[src/rtl/ssid_pkg.sv]
// Shared widths, FSM state and FIFO entry layout for the SSID receiver.
package ssid_pkg;
  localparam int SSID_W = 8;
  localparam int X_W    = 4;
  localparam int Y_W    = 4;

  typedef enum logic {
    ACCEPT = 1'b0,
    DRAIN  = 1'b1
  } state_t;

  typedef struct packed {
    logic [X_W-1:0] x;
    logic [Y_W-1:0] y;
    logic           last;
  } entry_t;
endpackage

[src/rtl/ssid_fifo.sv]
// Synchronous show-ahead FIFO: head entry is visible the cycle after its push and held until popped.
// Push is ignored when full, pop when empty; occupancy counter separates full from empty.
module ssid_fifo #(
  parameter int  DEPTH = 8,
  parameter type T     = logic [7:0]
) (
  input  logic                   clk,
  input  logic                   reset,
  input  logic                   i_push,
  input  T                       i_wdat,
  input  logic                   i_pop,
  output T                       o_rdat,
  output logic                   o_full,
  output logic                   o_empty,
  output logic [$clog2(DEPTH):0] o_count
);
  localparam int AW = $clog2(DEPTH);
  localparam int CW = AW + 1;

  T              r_mem [DEPTH];
  logic [AW-1:0] r_wr_ptr;
  logic [AW-1:0] r_rd_ptr;
  logic [CW-1:0] r_count;
  logic          w_push;
  logic          w_pop;

  assign o_full  = (r_count == CW'(DEPTH));
  assign o_empty = (r_count == '0);
  assign o_count = r_count;
  assign w_push  = i_push && !o_full;
  assign w_pop   = i_pop && !o_empty;

  // Empty FIFO presents zeros so the decoded outputs have a defined idle value.
  always_comb begin
    o_rdat = '0;
    if (!o_empty) o_rdat = r_mem[r_rd_ptr];
  end

  always_ff @(posedge clk) begin
    if (w_push) r_mem[r_wr_ptr] <= i_wdat;
  end

  always_ff @(posedge clk) begin
    if (reset) begin
      r_wr_ptr <= '0;
      r_rd_ptr <= '0;
      r_count  <= '0;
    end else begin
      if (w_push) r_wr_ptr <= r_wr_ptr + 1'b1;
      if (w_pop)  r_rd_ptr <= r_rd_ptr + 1'b1;
      case ({w_push, w_pop})
        2'b10:   r_count <= r_count + 1'b1;
        2'b01:   r_count <= r_count - 1'b1;
        default: r_count <= r_count;
      endcase
    end
  end
endmodule

[src/rtl/ssid_receiver.sv]
// Per-layer SSID hit receiver: buffers words, splits x/y, counts hits per event; 1-cycle in->out latency,
// in_ready drops when full or while draining an event. Optional duplicate suppression via SSID_RX_DEDUP_EN.
module ssid_receiver
  import ssid_pkg::*;
#(
  parameter int DEPTH = 8,
  parameter int CNT_W = 8
) (
  input  logic              clk,
  input  logic              reset,
  input  logic              in_valid,
  input  logic [SSID_W-1:0] in_ssid,
  input  logic              in_last,
  output logic              in_ready,
  output logic              out_valid,
  output logic [X_W-1:0]    out_x,
  output logic [Y_W-1:0]    out_y,
  output logic              out_last,
  input  logic              out_ready,
  output logic [CNT_W-1:0]  hit_count,
  output logic [CNT_W-1:0]  evt_hits,
  output logic              evt_done,
  output logic              overflow
);
  localparam int CW = $clog2(DEPTH) + 1;

  state_t          r_state;
  logic [CNT_W-1:0] r_hit_count;
  logic [CNT_W-1:0] r_evt_hits;
  logic            r_evt_done;
  logic            r_overflow;

  logic            w_full;
  logic            w_empty;
  logic [CW-1:0]   w_count;
  entry_t          w_wdat;
  entry_t          w_rdat;
  logic            w_accept;
  logic            w_dup;
  logic            w_count_en;
  logic            w_pop;
  logic            w_drain_done;

  assign in_ready   = (r_state == ACCEPT) && !w_full;
  assign w_accept   = in_valid && in_ready;
  assign w_count_en = w_accept && !w_dup;
  assign w_pop      = out_valid && out_ready;

  assign w_wdat.x    = in_ssid[SSID_W-1 -: X_W];
  assign w_wdat.y    = in_ssid[Y_W-1:0];
  assign w_wdat.last = in_last;

  // Nothing is pushed while draining, so an empty FIFO (or popping its final entry) ends the event.
  assign w_drain_done = (r_state == DRAIN) && (w_empty || (w_pop && w_count == CW'(1)));

`ifdef SSID_RX_DEDUP_EN
  logic              r_prev_vld;
  logic [SSID_W-1:0] r_prev_ssid;

  // A repeated terminator must still be stored so the event end reaches downstream.
  assign w_dup = r_prev_vld && (in_ssid == r_prev_ssid) && !in_last;

  always_ff @(posedge clk) begin
    if (reset) begin
      r_prev_vld  <= 1'b0;
      r_prev_ssid <= '0;
    end else if (w_drain_done) begin
      r_prev_vld  <= 1'b0;
    end else if (w_accept) begin
      r_prev_vld  <= 1'b1;
      r_prev_ssid <= in_ssid;
    end
  end
`else
  assign w_dup = 1'b0;
`endif

  ssid_fifo #(
    .DEPTH (DEPTH),
    .T     (entry_t)
  ) u_fifo (
    .clk     (clk),
    .reset   (reset),
    .i_push  (w_count_en),
    .i_wdat  (w_wdat),
    .i_pop   (w_pop),
    .o_rdat  (w_rdat),
    .o_full  (w_full),
    .o_empty (w_empty),
    .o_count (w_count)
  );

  assign out_valid = !w_empty;
  assign out_x     = w_rdat.x;
  assign out_y     = w_rdat.y;
  assign out_last  = w_rdat.last;

  always_ff @(posedge clk) begin
    if (reset) begin
      r_state     <= ACCEPT;
      r_hit_count <= '0;
      r_evt_hits  <= '0;
      r_evt_done  <= 1'b0;
      r_overflow  <= 1'b0;
    end else begin
      r_evt_done <= 1'b0;
      case (r_state)
        ACCEPT: begin
          if (w_count_en) begin
            if (&r_hit_count) r_overflow  <= 1'b1;
            else              r_hit_count <= r_hit_count + 1'b1;
          end
          if (w_accept && in_last) r_state <= DRAIN;
        end
        DRAIN: begin
          if (w_drain_done) begin
            r_evt_done  <= 1'b1;
            r_evt_hits  <= r_hit_count;
            r_hit_count <= '0;
            r_state     <= ACCEPT;
          end
        end
        default: r_state <= ACCEPT;
      endcase
    end
  end

  assign hit_count = r_hit_count;
  assign evt_hits  = r_evt_hits;
  assign evt_done  = r_evt_done;
  assign overflow  = r_overflow;
endmodule

[config.mk]
export PLATFORM = sky130hd
export DESIGN_NAME = ssid_receiver
export DESIGN_NICKNAME = d
export VERILOG_FILES = /design/src/rtl/ssid_pkg.sv /design/src/rtl/ssid_fifo.sv /design/src/rtl/ssid_receiver.sv
export SDC_FILE = /design/constraint.sdc
export NUM_CORES = 1
export LEC_CHECK = 0
export BUFFER_PORTS_ARGS = -buffer_cell sky130_fd_sc_hd__buf_2
export CAP_MARGIN = 20
export CORE_UTILIZATION = 58
export DETAILED_ROUTE_END_ITERATION = 16
export PLACE_DENSITY = 0.79
export SYNTH_ARGS = -nofsm -noshare
export SYNTH_HDL_FRONTEND = slang
export SYNTH_SLANG_ARGS = --single-unit
[constraint.sdc]
create_clock -name clk -period 3.5 [get_ports clk]
set_input_delay 0.7 -clock clk [delete_from_list [all_inputs] [get_ports clk]]
set_output_delay 0.7 -clock clk [all_outputs]
set_load 0.02 [all_outputs]
# Word level (Yosys, flattened, before mapping)
# Memory sizes are Yosys's and may differ from the RTL's. A register that Yosys moved wholly into a read port is not among the register bits.
# Cells that the tools add are included.
# W data, S select, Z words.
[word_totals]
ff_bits = 29
ramBits = 72
memories = 1
[op_classes]
add_sub_neg = 5
eq_ne = 7
mux = 14
bitwise_logic = 1
reduce_logical = 18
[memory_table]
columns = ["memory", "depth", "word_bits", "rd", "rd_ports_with_merged_regs", "write_ports", "line", "rtl"]
rows = [
  ["u_fifo.r_mem", 8, 9, 1, 1, 1, "ssid_fifo.sv:20", "T r_mem [DEPTH];"],
]
[op_table]
columns = ["operator", "n"]
rows = [
  ["$mux W8", 3],
  ["$pmux W8 S2", 1],
  ["$reduce_and A10 Y1", 1],
  ["$mux W9", 1],
  ["$add A8 B1 Y8 const B", 1],
  ["$logic_and A1 B1 Y1", 8],
  ["$pmux W4 S2", 1],
  ["$reduce_and A8 Y1", 1],
  ["$add A3 B1 Y3 const B", 2],
  ["$mux W3", 2],
  ["$mux W1", 5],
  ["$add A4 B1 Y4 const B", 1],
  ["$eq A4 B1 Y1 const B", 1],
  ["$eq A4 B4 Y1 const B", 1],
  ["$logic_not A4 Y1", 1],
  ["$ne A2 B1 Y1 const B", 2],
  ["$sub A4 B1 Y4 const B", 1],
  ["$reduce_and A3 Y1", 1],
  ["$eq A2 B1 Y1 const B", 1],
  ["$eq A2 B2 Y1 const B", 1],
  ["$logic_not A1 Y1", 2],
  ["$ne A2 B2 Y1 const B", 1],
  ["$pmux W1 S2", 1],
  ["$reduce_and A2 Y1", 1],
  ["4 further kinds", 4],
]

# Logic depth before layout (Yosys ltp)
[depth]
depth_word = 8
mapped_depth = 12

# By module
# From an unflattened synthesis, not the netlist that was laid out.
[hier_totals]
hier_cells = 278
hier_area_um2 = 4300.4
[modules_own_cells]
columns = ["module", "n_inst", "cells_per_inst", "area_each_um2", "seq_area_each_um2"]
rows = [
  ["ssid_fifo", 1, 187, 3429.5, 2422.3],
  ["ssid_receiver", 1, 91, 870.8, 380.4],
]

# Worst setup path before layout
# Ideal clock, no wire load.
[synth_path]
path_kind = "input port to flip-flop"
start = "input port in_valid"
end = "memory u_fifo.r_mem[4][0] in the netlist's numbering, enable pin"
setup_ns = 0.403
arrival_ns = 2.270
required_time_ns = 3.097
setup_slack_ns = 0.827
path_stages = 5
path_buffers = 1
cell_sequence = "nor2b_2 > and2_4 > inv_2 > buf_2 > nor4b_1"
[synth_via]
elab_chain_cells = 4
[synth_lines]
columns = ["element", "line", "rtl"]
rows = [
  ["from (decl)", "ssid_receiver.sv:11", "input logic in_valid,"],
  ["$logic_and A1 B1 Y1", "ssid_receiver.sv:45", "assign w_accept = in_valid && in_ready;"],
  ["$logic_and A1 B1 Y1", "ssid_fifo.sv:30", "assign w_push = i_push && !o_full;"],
  ["$mux W1", "ssid_fifo.sv:40", "if (w_push) r_mem[r_wr_ptr] <= i_wdat;"],
  ["$mux W1 (not written as such)", "ssid_fifo.sv:40", ""],
  ["to (decl)", "ssid_fifo.sv:20", ""],
]
# Every way passes these cells.

==> impl_metrics.py <==
metrics = {
    "final_layout": {
        "diodes": 0,
        "final_cell_area_mm2": 0.00485,
        "stdcell_count": 425,
        "area_delta_synth_final_pct": 12.8,
        "drive_gt1_frac": 0.252,
        "finalNetCount": 341,
    },
    "routing": {
        "vias": 2448,
        "drc_errors": 0,
        "drt_first_pass_iters": 4,
        "drt_iter0_markers": 130,
        "avgRoutedWirePerCell_um": 18.5,
        "drt_wl_total_um": 7870,
        "drtAntennaViolNets": 0,
        "routed_via_density": 5.76,
    },
    "logic_synthesis": {
        "ys_async_sr_fraction": 0,
        "netlist_area_mm2": 0.00430,
        "ys_seq_area_frac": 0.652,
        "synth_ff_type": "edfxtp_1",
        "syn-num-nets": 295,
        "synth-edff-count": 72,
        "synth_cells": 275,
        "synth-seq-cells": 104,
        "avgSynthCellArea_um2": 15.6,
        "yosysWarnings": 0,
        "synth_cell_types": 50,
    },
    "critical_path": {
        "cp.arrival_ps": 2320,
        "rrSetupSlack_ps": 840,
        "r2r-end": "u_fifo.o_count[3]",
        "critPathLaunchType": "register",
        "ff2ff_path_depth": 10,
        "cp_max_fo": 11,
        "cp_data_required_time_ps": 2800,
        "cp-end-kind": "output port",
        "reg2reg_from": "u_fifo.o_count[0]",
        "criticalPathCategory": "reg2out",
    },
    "timing": {
        "rsz0062_at_grt": "no",
        "setup_viol": 0,
        "clock.fmax_ghz": 0.331,
        "clock_skew_ps": 13.8,
        "slew_headroom": 0.498,
        "slew_violations": 0,
        "hold_violations": 0,
        "fin_crit_ps": 3020,
        "fin_crit_sh": 0.863,
        "tns_ps": 0,
        "tightest_slew_ps": 751,
    },
    "clocking": {
        "cts_tree": "done",
        "htree_levels": 3,
        "clockBufferDepth": 2,
        "cts.sinks": 104,
        "cts_root_buf": "clkbuf_8",
        "cts_resized": 0,
        "hold_buffers": 0,
        "clkTransAtPathRegs_ps": 100,
        "clk_latency_ps": 350,
        "numCtsBuffers": 9,
        "cts_setup_buffers": 0,
    },
    "global_route": {
        "grt.total_usage": 0.218,
        "gr-total-overflow": 0,
        "grt_pass1_wl_um": 12200,
        "grt_start_max_net_pins": 31,
        "antenna_found_initial": 0,
        "grt_pass1_vias": 2315,
    },
    "die": {
        "boundaryPins": 42,
        "std_cell_rows": 31,
        "dieHeight_um": 88.1,
        "die_area_mm2": 0.00777,
        "die_w_um": 88.1,
        "core_mm2": 0.00721,
        "floorplan.initialDensity": 0.596,
    },
    "worst_hold_path": {
        "min_path_type": "reg2reg",
        "whs_endpoint": "overflow",
        "hold_path_depth": 2,
        "hp-start": "overflow",
    },
    "power_and_ir_drop": {
        "power.total_mw": 3.19,
        "ir_drop_uv": 340,
        "power_density_mw_per_mm2": 656,
        "p_leak_nw": 1.79,
    },
    "place": {
        "routabilityCongestion": 0.800,
        "io_buffer_count": 41,
        "place_inst": 409,
        "placed_area_mm2": 0.00462,
        "dpl.hpwl_um": 4980,
    },
    "status": {
        "status": "finished clean",
    },
    "flow_run": {
        "cap_violations": 0,
    },
}
## cells in the final DEF (no fill, tap or decap), drive strengths merged, types with 2 or more instances in the layout
master and count:
xnor2 3, a211oi 4, ha 7, or3 3, nor4 2, nand2 7, a31oi 2, mux2i 19
clkbuf 11, o21a 3, nor3b 3, buf 50, nand3b 2, xor2 4, dfxtp 32, o21ai 2
nor2 32, a21oi 7, nand3 6, nor3 3, and2 3, inv 7, mux4 18, edfxtp 72
nor4b 2, bufinv 3, o211ai 3, and3 2, nor2b 2
## report_power, final
group          leakage, nW  switching [mW]  internal (mW)  total, mW
clock                0.116           0.376          0.476      0.852
sequential           0.913           0.102           1.40       1.50
combinational        0.760           0.470          0.365      0.835
## worst max path at each step
stage,start,end,cells after the start,slack (ps)
after CTS,register,out_x[3],5,430
final,register,out_x[3],5,480
after global routing,register,out_x[3],5,350
after floorplan,in_valid,u_fifo.r_mem[4][0],5,830
after global placement,register,out_y[3],5,880
after detailed placement,register,out_x[3],5,850
## stage by stage
stage / util / hold WS (ps) / setup slack (ps)
after floorplan: - / 485 / 827
after global placement: 0.640 / 460 / 880
after detailed placement: 0.640 / 477 / 850
after CTS: 0.673 / 503 / 430
after global routing: 0.673 / 543 / 354
final: 0.673 / 497 / 479
## layout make-up
| type | instances | area [µm²] |
|---|---|---|
| Multi-Input combinational cell | 150 | 1400 |
| Inverter | 6 | 22.5 |
| Fill cell | 517 | 2360 |
| Clock buffer | 11 | 131 |
| Sequential cell | 104 | 2800 |
| Timing Repair Buffer | 50 | 273 |
| Clock inverter | 5 | 103 |
| Tap cell | 99 | 124 |
## worst max-delay path, stage by stage (launching register included)
cell	delay (ps)
dfxtp_1	700
buf_4	320
mux4_1	570
mux2i_1	160
nor2_1	50
buf_2	180
## synth_stat cells (all sizes together) (3+ instances only)
| cell type | number | area (µm²) |
|---|---|---|
| xor2 | 4 | 35.0 |
| dfxtp | 32 | 641 |
| edfxtp | 72 | 2160 |
| nor3b | 3 | 22.5 |
| and2 | 3 | 21.3 |
| or3 | 3 | 18.8 |
| nor2 | 32 | 123 |
| nand2 | 7 | 26.3 |
| o211ai | 3 | 22.5 |
| mux2i | 19 | 190 |
| ha | 7 | 87.6 |
| nor3 | 3 | 15.0 |
| nand3 | 6 | 35.0 |
| buf | 11 | 81.3 |
| a211oi | 4 | 30.0 |
| xnor2 | 3 | 26.3 |
| a21oi | 7 | 35.0 |
| inv | 6 | 22.5 |
| mux4 | 18 | 450 |
| clkbuf | 4 | 16.3 |
| o21a | 3 | 22.5 |
## registers in the layout, indices dropped and copies added (netlist names), named ones only
signal,cells
u_fifo.r_mem,72
evt_hits,8
hit_count,8
u_fifo.o_count,4
u_fifo.r_rd_ptr,3
u_fifo.r_wr_ptr,3
evt_done,1
overflow,1
r_state,1
## logic make-up after synthesis
kind of cell,Yosys count,synth area share
flops,104,0.652
simple gates,69,0.0855
mux,37,0.149
compound gates,30,0.0515
buf+inv,21,0.0279
xor+xnor,7,0.0143
fa+ha+maj,7,0.0204
## routing by layer
layer,share of wire,global-route usage,vias up
met4,0.014,0.0689,0
met5,0,0,-
met2,0.50,0.352,51
met1,0.46,0.297,1231
li1,-,-,1155
met3,0.033,0.0490,11
No activity file was read; power rests on OpenSTA's default activity.
